## src/rtl/matrix_pkg.sv

```systemverilog
// matrix_pkg: collector FSM state type and default matrix dimensions shared with the index counter
package matrix_pkg;
  typedef enum logic [1:0] {IDLE, ACCUM, EMIT, DONE} collector_state_t;
  localparam int AROWS_DEF     = 3;
  localparam int ACOLUMNS_DEF  = 3;
  localparam int BCOLUMNS_DEF  = 3;
  localparam int WIDTH_BIT_DEF = 32;
  localparam int ACC_WIDTH_DEF = 32;
endpackage

```

## src/rtl/matrix_index_tracker.sv

```systemverilog
// matrix_index_tracker: k/j/i loop-nest counter for the result collector (k innermost, then j, then i)
// Ports: clk_i/rst_i clock and async active-high reset; clear_i zeroes all counters;
//        advance_k_i steps k (wrapping at ACOLUMNS-1); advance_elem_i steps j then i (wrapping to 0 after
//        the last element); k_o/j_o/i_o current indices; k_last_o, elem_last_o, matrix_last_o bound flags.
module matrix_index_tracker import matrix_pkg::*; #(
  parameter int AROWS     = AROWS_DEF,
  parameter int ACOLUMNS  = ACOLUMNS_DEF,
  parameter int BCOLUMNS  = BCOLUMNS_DEF,
  parameter int WIDTH_BIT = WIDTH_BIT_DEF
) (
  input  logic                 clk_i,
  input  logic                 rst_i,
  input  logic                 clear_i,
  input  logic                 advance_k_i,
  input  logic                 advance_elem_i,
  output logic [WIDTH_BIT-1:0] k_o,
  output logic [WIDTH_BIT-1:0] j_o,
  output logic [WIDTH_BIT-1:0] i_o,
  output logic                 k_last_o,
  output logic                 elem_last_o,
  output logic                 matrix_last_o
);
  logic [WIDTH_BIT-1:0] k_q, k_d, j_q, j_d, i_q, i_d;
  assign k_last_o      = k_q == WIDTH_BIT'(ACOLUMNS - 1);
  assign elem_last_o   = j_q == WIDTH_BIT'(BCOLUMNS - 1);
  assign matrix_last_o = elem_last_o && i_q == WIDTH_BIT'(AROWS - 1);
  assign k_o = k_q;
  assign j_o = j_q;
  assign i_o = i_q;
  // Finishing the last element wraps i and j to 0 so the tracker is clean in DONE.
  always_comb begin
    k_d = clear_i ? '0 : advance_k_i ? (k_last_o ? '0 : k_q + WIDTH_BIT'(1)) : k_q;
    j_d = clear_i || (advance_elem_i && elem_last_o) ? '0 : advance_elem_i ? j_q + WIDTH_BIT'(1) : j_q;
    i_d = clear_i || (advance_elem_i && matrix_last_o) ? '0
        : advance_elem_i && elem_last_o ? i_q + WIDTH_BIT'(1) : i_q;
  end
  always_ff @(posedge clk_i or posedge rst_i) begin
    if (rst_i) begin
      k_q <= '0;
      j_q <= '0;
      i_q <= '0;
    end else begin
      k_q <= k_d;
      j_q <= j_d;
      i_q <= i_d;
    end
  end
endmodule

```

## src/rtl/matrix_result_collector.sv

```systemverilog
// matrix_result_collector: sums ACOLUMNS streamed products per C[i][j] and emits each element with its address
// Ports: clock/reset async active-high; start arms one matrix; in_valid/in_ready/in_data product stream;
//        out_valid/out_ready/out_data/out_row/out_col result write port; busy while collecting; done one-cycle pulse.
module matrix_result_collector import matrix_pkg::*; #(
  parameter int AROWS     = AROWS_DEF,
  parameter int ACOLUMNS  = ACOLUMNS_DEF,
  parameter int BCOLUMNS  = BCOLUMNS_DEF,
  parameter int WIDTH_BIT = WIDTH_BIT_DEF,
  parameter int ACC_WIDTH = ACC_WIDTH_DEF
) (
  input  logic                        clock,
  input  logic                        reset,
  input  logic                        start,
  input  logic                        in_valid,
  output logic                        in_ready,
  input  logic signed [WIDTH_BIT-1:0] in_data,
  output logic                        out_valid,
  input  logic                        out_ready,
  output logic signed [ACC_WIDTH-1:0] out_data,
  output logic        [WIDTH_BIT-1:0] out_row,
  output logic        [WIDTH_BIT-1:0] out_col,
  output logic                        busy,
  output logic                        done
);
  collector_state_t state_q, state_d;
  logic signed [ACC_WIDTH-1:0] acc_q, acc_d, data_q, data_d, in_ext, sum;
  logic [WIDTH_BIT-1:0] row_q, row_d, col_q, col_d, k, j, i;
  logic k_last, elem_last, matrix_last, accept, emit;
  if (WIDTH_BIT >= ACC_WIDTH) begin : g_trunc
    assign in_ext = in_data[ACC_WIDTH-1:0];
  end else begin : g_sext
    assign in_ext = {{(ACC_WIDTH-WIDTH_BIT){in_data[WIDTH_BIT-1]}}, in_data};
  end
  assign in_ready  = state_q == ACCUM;
  assign out_valid = state_q == EMIT;
  assign busy      = state_q == ACCUM || state_q == EMIT;
  assign done      = state_q == DONE;
  assign out_data  = data_q;
  assign out_row   = row_q;
  assign out_col   = col_q;
  assign accept    = in_valid && in_ready;
  assign emit      = out_valid && out_ready;
  // The first product of an element restarts the sum, so no explicit clear is needed between elements.
  assign sum = k == '0 ? in_ext : acc_q + in_ext;
  matrix_index_tracker #(
    .AROWS(AROWS), .ACOLUMNS(ACOLUMNS), .BCOLUMNS(BCOLUMNS), .WIDTH_BIT(WIDTH_BIT)
  ) u_idx (
    .clk_i(clock),
    .rst_i(reset),
    .clear_i(state_q == IDLE && start),
    .advance_k_i(accept),
    .advance_elem_i(emit),
    .k_o(k),
    .j_o(j),
    .i_o(i),
    .k_last_o(k_last),
    .elem_last_o(elem_last),
    .matrix_last_o(matrix_last)
  );
  always_comb begin
    state_d = state_q == IDLE  ? (start ? ACCUM : IDLE)
            : state_q == ACCUM ? (accept && k_last ? EMIT : ACCUM)
            : state_q == EMIT  ? (emit ? (matrix_last ? DONE : ACCUM) : EMIT)
            : IDLE;
    acc_d  = accept ? sum : acc_q;
    data_d = accept && k_last ? sum : data_q;
    row_d  = accept && k_last ? i : row_q;
    col_d  = accept && k_last ? j : col_q;
  end
  always_ff @(posedge clock or posedge reset) begin
    if (reset) begin
      state_q <= IDLE;
      acc_q   <= '0;
      data_q  <= '0;
      row_q   <= '0;
      col_q   <= '0;
    end else begin
      state_q <= state_d;
      acc_q   <= acc_d;
      data_q  <= data_d;
      row_q   <= row_d;
      col_q   <= col_d;
    end
  end
endmodule
```

## config.mk

```make
export PLATFORM = sky130hd
export DESIGN_NAME = matrix_result_collector
export DESIGN_NICKNAME = d
export VERILOG_FILES = /design/src/rtl/matrix_pkg.sv /design/src/rtl/matrix_index_tracker.sv /design/src/rtl/matrix_result_collector.sv
export SDC_FILE = /design/constraint.sdc
export NUM_CORES = 1
export LEC_CHECK = 0
export ABC_AREA = 1
export CAP_MARGIN = 20
export CORE_AREA = 5 5 155 157
export CTS_CLUSTER_SIZE = 30
export DETAILED_ROUTE_END_ITERATION = 7
export DIE_AREA = 0 0 160 162
export PLACE_DENSITY = 0.86
export SYNTH_ARGS = -nofsm -noshare
export SYNTH_HDL_FRONTEND = slang
export SYNTH_SLANG_ARGS = --single-unit
export TNS_END_PERCENT = 5
```

## constraint.sdc

```tcl
create_clock -name clock -period 14.6 [get_ports clock]
set_input_delay 3.65 -clock clock [delete_from_list [all_inputs] [get_ports clock]]
set_output_delay 3.65 -clock clock [all_outputs]
set_load 0.005 [all_outputs]
```

==> results.json <==
{
  "run_status": "complete, no violations",
  "fill_cells": 1855,
  "hpwl_um": 28100,
  "fin_cells": 2387,
  "syn2layout_area_growth_pct": 17.8,
  "period_minus_slack_ps": 5690,
  "dr.pass1.iters": 5,
  "syn_area_per_cell_um2": 7.08,
  "syn_inst": 1961,
  "cpMostUsedCell": "buf_4",
  "syn_area_um2": 13900,
  "synth_top_area_share_pct": 40.8,
  "cts_max_level": 1,
  "nNetsFinal": 2163,
  "place.port_buffers": 136,
  "crit_required_ps": 15170,
  "grt_pass1_wl_um": 65100,
  "die_x_um": 160,
  "synth_edf_count": 0,
  "postCtsSetupBuffers": 0,
  "grt_overflow": 0,
  "place_inst": 2341,
  "die_h_um": 162,
  "synth.most_common_cell": "nand2_1",
  "async_flop_share_pct": 100,
  "worstPathMaxFanout": 109,
  "insertion_delay_ps": 540,
  "fmax_ghz": 0.176,
  "cts-resized-gates": 0,
  "whs_ps": 475,
  "crit_chain": "clkdlybuf4s50_1 -> inv_8 -> buf_4 -> buf_4",
  "postSynthNetCount": 2041,
  "p_leak_nw": 7.91,
  "routedWlPerCell_um": 16.2,
  "critPathArrivalTime_ps": 6260,
  "tightestPinTransition_ps": 927,
  "cts.clk_slew.worst_paths_ps": 60,
  "dieArea_um2": 25900,
  "critPathMaxStageDelay_ps": 760,
  "diodes": 0,
  "synth_ff_type": "dfrtp_1",
  "antenna_found_initial": 0,
  "setup-tns-final_ps": 0,
  "ios": 137,
  "synthTopCellsByArea": "dfrtp_1 41%, nand2_1 18%, inv_1 6.2%, nand3_1 4.5%, nor2_1 4.2%",
  "power_mw": 2.84,
  "holdCritPathClass": "flip-flop to flip-flop",
  "worst-path-buf-inv": 4,
  "worstSetupPathType": "input port to asynchronous set/reset pin",
  "start_util_pct": 62.0,
  "drive_gt1_share_pct": 5.71,
  "startpoint_type": "input port",
  "ys_ff_latch": 226,
  "fp.coreArea_um2": 22400,
  "cts_tree": "done",
  "setup_viol": 0,
  "via_per_inst": 5.60,
  "p_per_area_nw_per_um2": 174,
  "dpl_cell_area_um2": 15400,
  "hold_violations": 0,
  "maxSlewHeadroom_pct": 38.2,
  "cts-buffers-inserted": 25,
  "timing.final.crit_share_pct": 39.0,
  "peakVddDrop_v": 0.000137,
  "slowest_stage": "buf_4",
  "ys_warn_count": 0,
  "grt_pass1_vias": 13300,
  "drt-total-wl_um": 38600,
  "drc": 0,
  "final-max-slew-violation-count": 0,
  "yosysUniqueCellTypes": 44,
  "cts-root-buf": "clkbuf_16",
  "rows": 55,
  "via_count": 13400,
  "clock_skew_ps": 11.1,
  "grt_max_degree": 110,
  "synth_top_area_cell": "dfrtp_1",
  "yosysSeqAreaShare_pct": 40.8,
  "cp-end-kind": "asynchronous set/reset pin",
  "track_usage_pct": 30.0,
  "cts_hold_buf": 0,
  "final_area_um2": 16300,
  "cts.sinks": 226,
  "cp_top_family": "buffers and inverters",
  "gp_congestion": 0.971,
  "initialDrtViolationCount": 1031,
  "r2r_slack_ps": 11830,
  "cts_buffer_depth": 3,
  "grt_setup_unrepaired": "no",
  "cap_violations": 0,
  "drtAntennaViolNets": 0,
  "yosys-top-cells-count": "647 x nand2_1, 229 x inv_1, 226 x dfrtp_1"
}
==> state kept, by name (all words and copies together), names as in the netlist <==
signal / cells
acc_q: 32
out_col: 32
out_data: 32
out_row: 32
state_q: 2
u_idx.i_o: 32
u_idx.j_o: 32
u_idx.k_o: 32
==> power breakdown <==
part	internal [mW]	switching (mW)	total [mW]
Combinational	0.463	0.804	1.27
Sequential	0.769	0.108	0.877
Clock	0.430	0.269	0.699
==> per-stage QoR <==
step / util [%] / setup slack [ps]
2_1_floorplan: - / 4760
3_3_place_gp: 69.0 / 8270
3_5_place_dp: 69.0 / 8250
4_1_cts: 73.1 / 8780
5_1_grt: 73.1 / 8470
6_report: 73.1 / 8910
==> path summary, 6_finish.rpt <==
check | from | endpoint | cells after the start
worst min register to register | out_data[25] | out_data[25] | 2
worst min-delay path | out_data[25] | out_data[25] | 2
worst max-delay path | reset | acc_q[30] | 4
min in group asynchronous | reset | u_idx.k_o[11] | 2
worst max register to register | state_q[1] | out_row[1] | 8
max in group clock | state_q[1] | in_ready | 3
==> cell usage in the layout, fill, tap and decap left out, drive strengths merged, types with 5 or more instances in the layout <==
master / count
ha: 42
clkbuf: 31
nand4: 49
o21ai: 123
nand2: 657
nor3: 74
nand3: 128
a31oi: 10
nor4: 14
or2: 16
xor2: 44
clkinv: 10
buf: 9
xnor2: 8
nand3b: 19
clkdlybuf4s50: 136
nor2: 171
inv: 256
nor3b: 8
a21oi: 50
dfrtp: 226
bufinv: 5
==> layer usage <==
metal	wire length, µm	GRT usage, %	up-vias
li1	-	-	6516
met1	16600	39.3	6291
met2	18400	51.3	464
met3	2240	4.87	98
met4	1360	9.86	0
met5	0	0	-
==> worst register-to-register path, delay by kind of cell (launching register included) <==
family,cells,cell delay [ps]
DFF,1,380
adders and majority gates,1,300
and+or+nand+nor,3,850
buffers and inverters,3,990
AOI/OAI and AO/OA,1,150
==> logic make-up (layout without fill, tap and decap cells) <==
kind of cell | count (synthesis) | after routing | share of synthesized area [%]
buf+inv | 306 | 447 | 8.76
xor+xnor | 52 | 52 | 3.28
fa+ha+maj | 43 | 43 | 3.93
simple gates | 1137 | 1137 | 35.8
flops | 226 | 226 | 40.8
compound gates | 197 | 197 | 7.48
==> layout make-up <==
cell class              count  area [µm²]  area share [%]
clock buffers              31         698            4.27
clock inverters            15         223            1.36
inverters                 256         968            5.93
multi-input cells        1429        7010            42.9
flip-flops and latches    226        5660            34.6
well taps                 285         357            2.18
repair buffers            145        1430            8.74
Power figures use the tool's default switching activity.
